[src/rtl/hit_info_readout_stage.sv]
// Hit-info RAM with a sequential read-out engine that streams entries 0..DEPTH-1 to the shading stage.
// Optional build macro HIT_INFO_CLEAR_ON_READ_EN: each read clears that entry's hit bit, so a pass consumes the data.
package hit_info_pkg;
  typedef struct packed {
    logic        hit;
    logic [31:0] t;
    logic [14:0] prim_id;
  } hit_info_t;
endpackage

module hit_info_readout_stage
  import hit_info_pkg::*;
#(
  parameter int DEPTH      = 4,
  parameter int ADDR_WIDTH = 2
) (
  input  logic                  clk,
  input  logic                  rst,
  input  logic                  hit_info_wr_en,
  input  logic [ADDR_WIDTH-1:0] update_hit_info_ndx,
  input  hit_info_t             hit_info_new,
  input  logic                  start,
  output logic                  busy,
  output logic                  out_vld,
  input  logic                  out_rdy,
  output logic [ADDR_WIDTH-1:0] out_ndx,
  output hit_info_t             out_hit_info,
  output logic [ADDR_WIDTH:0]   hit_count
);

  localparam logic [1:0] IDLE  = 2'd0;
  localparam logic [1:0] READ  = 2'd1;
  localparam logic [1:0] DRAIN = 2'd2;

  localparam logic [ADDR_WIDTH:0]   LAST_CTR = (ADDR_WIDTH+1)'(DEPTH - 1);
  localparam logic [ADDR_WIDTH-1:0] LAST_NDX = ADDR_WIDTH'(DEPTH - 1);

  typedef struct packed {
    logic [ADDR_WIDTH-1:0] ndx;
    hit_info_t             info;
  } fifo_entry_t;

  hit_info_t             mem [DEPTH];
  hit_info_t             rd_q;
  logic [1:0]            state;
  logic [ADDR_WIDTH:0]   rd_ctr;
  logic                  rd_vld;
  logic [ADDR_WIDTH-1:0] rd_ndx_q;
  fifo_entry_t           fifo [2];
  logic                  wr_ptr;
  logic                  rd_ptr;
  logic [1:0]            fifo_cnt;

  logic                  rd_issue;
  logic                  pop;
  logic                  pop_fifo;
  logic                  push;
  logic                  fifo_nonempty;
  logic [ADDR_WIDTH-1:0] rd_addr;

  // The read in flight (rd_q) counts toward the two-entry budget, so the FIFO never overflows.
  assign rd_addr       = rd_ctr[ADDR_WIDTH-1:0];
  assign fifo_nonempty = (fifo_cnt != 2'd0);
  assign rd_issue      = (state == READ) && ((fifo_cnt + {1'b0, rd_vld}) < 2'd2);
  assign out_vld       = fifo_nonempty || rd_vld;
  assign pop           = out_vld && out_rdy;
  assign pop_fifo      = pop && fifo_nonempty;
  // With an empty FIFO the fresh RAM word is the head and may be consumed directly.
  assign push          = rd_vld && !(pop && !fifo_nonempty);

  assign out_ndx      = fifo_nonempty ? fifo[rd_ptr].ndx  : rd_ndx_q;
  assign out_hit_info = fifo_nonempty ? fifo[rd_ptr].info : rd_q;
  assign busy         = (state != IDLE);

  // NOTE: the RAM array and its read register have no reset; clearing storage would block BRAM inference.
  always_ff @(posedge clk) begin
`ifdef HIT_INFO_CLEAR_ON_READ_EN
    // Placed before the trace write so a same-index write in this cycle overrides the clear.
    if (rd_vld) mem[rd_ndx_q].hit <= 1'b0;
`endif
    if (hit_info_wr_en) mem[update_hit_info_ndx] <= hit_info_new;
    // NOTE: non-blocking assignment makes a same-cycle write invisible to this read (read-first).
    if (rd_issue) rd_q <= mem[rd_addr];
  end

  always_ff @(posedge clk) begin
    if (rst) begin
      state     <= IDLE;
      rd_ctr    <= '0;
      rd_vld    <= 1'b0;
      rd_ndx_q  <= '0;
      hit_count <= '0;
      fifo[0]   <= '0;
      fifo[1]   <= '0;
      wr_ptr    <= 1'b0;
      rd_ptr    <= 1'b0;
      fifo_cnt  <= 2'd0;
    end else begin
      rd_vld <= rd_issue;
      if (rd_issue) rd_ndx_q <= rd_addr;

      if (push) begin
        fifo[wr_ptr] <= fifo_entry_t'{ndx: rd_ndx_q, info: rd_q};
        wr_ptr       <= ~wr_ptr;
      end
      if (pop_fifo) rd_ptr <= ~rd_ptr;
      case ({push, pop_fifo})
        2'b10:   fifo_cnt <= fifo_cnt + 2'd1;
        2'b01:   fifo_cnt <= fifo_cnt - 2'd1;
        default: fifo_cnt <= fifo_cnt;
      endcase

      if (state == IDLE && start) hit_count <= '0;
      else if (pop && out_hit_info.hit) hit_count <= hit_count + 1'b1;

      case (state)
        IDLE: if (start) begin
          state  <= READ;
          rd_ctr <= '0;
        end
        READ: if (rd_issue) begin
          rd_ctr <= rd_ctr + 1'b1;
          if (rd_ctr == LAST_CTR) state <= DRAIN;
        end
        DRAIN: if (pop && out_ndx == LAST_NDX) state <= IDLE;
        default: state <= IDLE;
      endcase
    end
  end

endmodule
[config.mk]
export PLATFORM = sky130hd
export DESIGN_NAME = hit_info_readout_stage
export DESIGN_NICKNAME = d
export VERILOG_FILES = /design/src/rtl/hit_info_readout_stage.sv
export SDC_FILE = /design/constraint.sdc
export NUM_CORES = 1
export LEC_CHECK = 0
export ABC_AREA = 0
export BUFFER_PORTS_ARGS = -buffer_cell sky130_fd_sc_hd__buf_2
export CORE_MARGIN = 8
export CORE_UTILIZATION = 40
export CTS_CLUSTER_SIZE = 12
export DETAILED_ROUTE_END_ITERATION = 8
export GPL_ROUTABILITY_DRIVEN = 1
export PLACE_DENSITY_LB_ADDON = 0.05
export SYNTH_ARGS = -nofsm -noshare
export SYNTH_HDL_FRONTEND = slang
export SYNTH_SLANG_ARGS = --single-unit
export TNS_END_PERCENT = 10
[constraint.sdc]
create_clock -name clk -period 6.5 [get_ports clk]
set_input_delay 0.975 -clock clk [delete_from_list [all_inputs] [get_ports clk]]
set_output_delay 0.975 -clock clk [all_outputs]
set_load 0.02 [all_outputs]
==> impl_metrics.toml <==
[cts]
clock_latency_ns = 0.51
cts_htree_levels = 2
cts_sinks = 356
post-cts-setup-buffers = 0
clk_path_buf_depth = 3
tritoncts = "done"
postCtsResizedCells = 0
cts.clk_slew.worst_paths_ns = 0.06
cts_buffers = 39
cts_root_buffer = "clkbuf_16"
postCtsHoldBufs = 0

[route]
wl_per_cell_um = 20.23
drt-initial-drc-count = 339
drc = 0
viasPerCell = 4.970
dr.pass1.iters = 4
vias = 6824
ant_nets = 0
wl_um = 27780

[critical_path]
critPathLaunch = "fifo_cnt[0]"
path_class = "flop to primary output"
cp-start-kind = "flop"
crit_path_end_kind = "primary output"
rrSetupSlack_ns = 3.91
critPathArrivalTime_ns = 2.71
crit_path_end = "out_hit_info[36]"
worst-r2r-cell-count = 3
cp_data_required_time_ns = 5.52
timing.rr.start = "fifo_cnt[0]"
crit_fanout = 51
worstReg2RegEnd = "fifo[1][21]"

[global_route]
grt_max_degree = 53
grt_pass1_vias = 7320
grtUsageTotal_pct = 13.43
grt_antenna_before_repair = 1
grt-busiest-layer = "met2"
grt_pass1_wl_um = 43240
grt_util_met3_pct = 2.964
gr-usage-met2_pct = 23.06
grt_use_met1_pct = 16.95
overflow = 0

[timing]
drv_slew = 0
max_freq_mhz = 271.6
finalCriticalPeriod_ns = 3.682
rsz0062_at_grt = "no"
finalHoldViolCount = 0
setup_viol_count_final = 0
finalCritPeriodShare_pct = 56.65
maxSlewHeadroom_pct = 32.67
tightestPinTransition_ns = 1.008
fin_worst_skew_ns = 0.009924
fin_tns_setup_ns = 0

[cells_and_area]
drive_gt1_share_pct = 29.23
instances_no_fill = 1373
multi_input_area_um2 = 3319
nets = 948
regArea_um2 = 10540
synthToLayoutAreaGrowth_pct = 15.13
nFillCells = 2956
design_area_um2 = 16240

[yosys]
synth_top_area_share_pct = 72.36
ys_seq_area_share_pct = 74.63
syn-cell-area_um2 = 14110
synth_cells = 776
yosys_warnings = 0
synth_fp_nets = 835
avgSynthCellArea_um2 = 18.18
ys_ff_latch = 356
yosysTopAreaCell = "edfxtp_1"
ys.flop_type = "edfxtp_1"
async_flop_share_pct = 0
synthTopCellsByArea = "edfxtp_1 72%, mux4_2 7.7%, mux2i_1 3.8%"
synthDistinctLibCells = 45
synth_edf_count = 340

[floorplan]
core_region_area_um2 = 34630
ioPinCount = 110
fp.dieH_um = 203.8
die_width_um = 203.8
rows = 68
start_util_pct = 40.75
die_area_um2 = 41540

[power]
powerDensity_nw_per_um2 = 341.3
leakage_nw = 5.639
vdd_ir_drop_max_v = 0.0001801

[placed_design]
io_buffers = 109
place_inst = 1303
gp_congestion = 0.7354
postPlaceCellArea_um2 = 15040
hpwl_um = 15900

[outcome]
status = "completed"

[min_path]
hold_class = "flop to flop"

[run]
cap_violations = 0
## per-stage QoR
| step | power [mW] | hold slack (ns) | utilization, % | setup slack (ns) |
|---|---|---|---|---|
| 2_1_floorplan | 3.288 | 0.4489 | - | 1.449 |
| 3_3_place_gp | 3.535 | 0.4618 | 43.43 | 3.387 |
| 3_5_place_dp | 3.559 | 0.4770 | 43.43 | 3.289 |
| 4_1_cts | 5.634 | 0.4851 | 46.90 | 2.732 |
| 5_1_grt | 5.788 | 0.4985 | 46.90 | 2.466 |
| 6_report | 5.543 | 0.4867 | 46.91 | 2.818 |
## cells in the final DEF, fill, tap and decap left out, types with 2 or more instances in the layout
| cell | count |
|---|---|
| mux2i_1 | 53 |
| mux4_2 | 48 |
| o22ai_1 | 2 |
| and2_4 | 41 |
| a31oi_1 | 2 |
| dfxtp_4 | 3 |
| clkbuf_8 | 2 |
| xor2_1 | 5 |
| o21ai_0 | 51 |
| clkbuf_16 | 42 |
| clkinv_1 | 7 |
| nor2_1 | 18 |
| or3b_1 | 2 |
| ha_1 | 4 |
| or3_1 | 2 |
| nand2_1 | 52 |
| nor2_4 | 2 |
| and4bb_4 | 2 |
| clkbuf_1 | 16 |
| inv_1 | 3 |
| dfxtp_1 | 13 |
| and2_1 | 59 |
| buf_2 | 109 |
| a21oi_1 | 5 |
| edfxtp_1 | 340 |
| nand2b_1 | 2 |
| buf_4 | 7 |
## critical path, cell delays in order, from the launching register on
cell and delay (ns):
dfxtp_1 0.43, nor2_4 0.81, buf_4 0.54, nand2_1 0.11, o21ai_0 0.10, buf_2 0.20
## synth_stat cells (all sizes together), types with 4 or more instances
cell	instances
clkbuf	13
buf	31
nand2	52
a21oi	5
mux4	48
ha	4
o21ai	51
mux2i	53
nor2	20
dfxtp	16
edfxtp	340
xor2	5
and2	100
## state kept, by name, indices dropped and copies added (netlist names), named ones only
name and cells:
rd_ndx_q 2, state 2, fifo 100, rd_ctr 3, rd_vld 1, rd_ptr 1
rd_q 48, hit_count 3, wr_ptr 1, mem 192, fifo_cnt 2
## kinds of logic after synthesis
logic type	share of synthesized area, %
flip-flops	74.63
AND/OR/NAND/NOR	8.353
multiplexers	11.50
AO/OA/AOI/OAI	2.660
buffers and inverters	2.128
XOR/XNOR	0.3724
adder cells (fa/ha/maj)	0.3547
## final cells by class
class,instances,share of cell area (%)
clock buffer,60,7.009
inverter,3,0.06932
antenna,1,0.01540
timing repair buffer,116,3.682
tap,455,3.505
clock inverter,9,0.3928
sequential,356,64.89
multi-input combinational,373,20.43
## how the worst min path moves through the flow
stage | cells past startpoint | startpoint | to | slack [ns]
after detailed placement | 2 | rd_ctr[2] | rd_ctr[2] | 0.48
after global placement | 2 | rd_ctr[2] | rd_ctr[2] | 0.46
after floorplan | 2 | rd_ctr[2] | rd_ctr[2] | 0.45
after CTS | 2 | rd_ctr[2] | rd_ctr[2] | 0.49
after global routing | 2 | rd_ctr[2] | rd_ctr[2] | 0.50
final | 2 | rd_ctr[2] | rd_ctr[2] | 0.49
## where the power goes
| part | switching, mW | leakage [nW] | internal [mW] |
|---|---|---|---|
| combinational | 0.454 | 1.67 | 0.258 |
| sequential | 0.105 | 3.39 | 2.67 |
| clock | 0.817 | 0.576 | 1.24 |
| total | 1.38 | 5.64 | 4.17 |
## routing by layer
layer  wire, um  share of wire, %
met4        581               2.1
met3       1317               4.7
met2      13980                50
met1      11890                43
met5         13             0.047
Note: power is estimated with default switching activity, not from simulation.
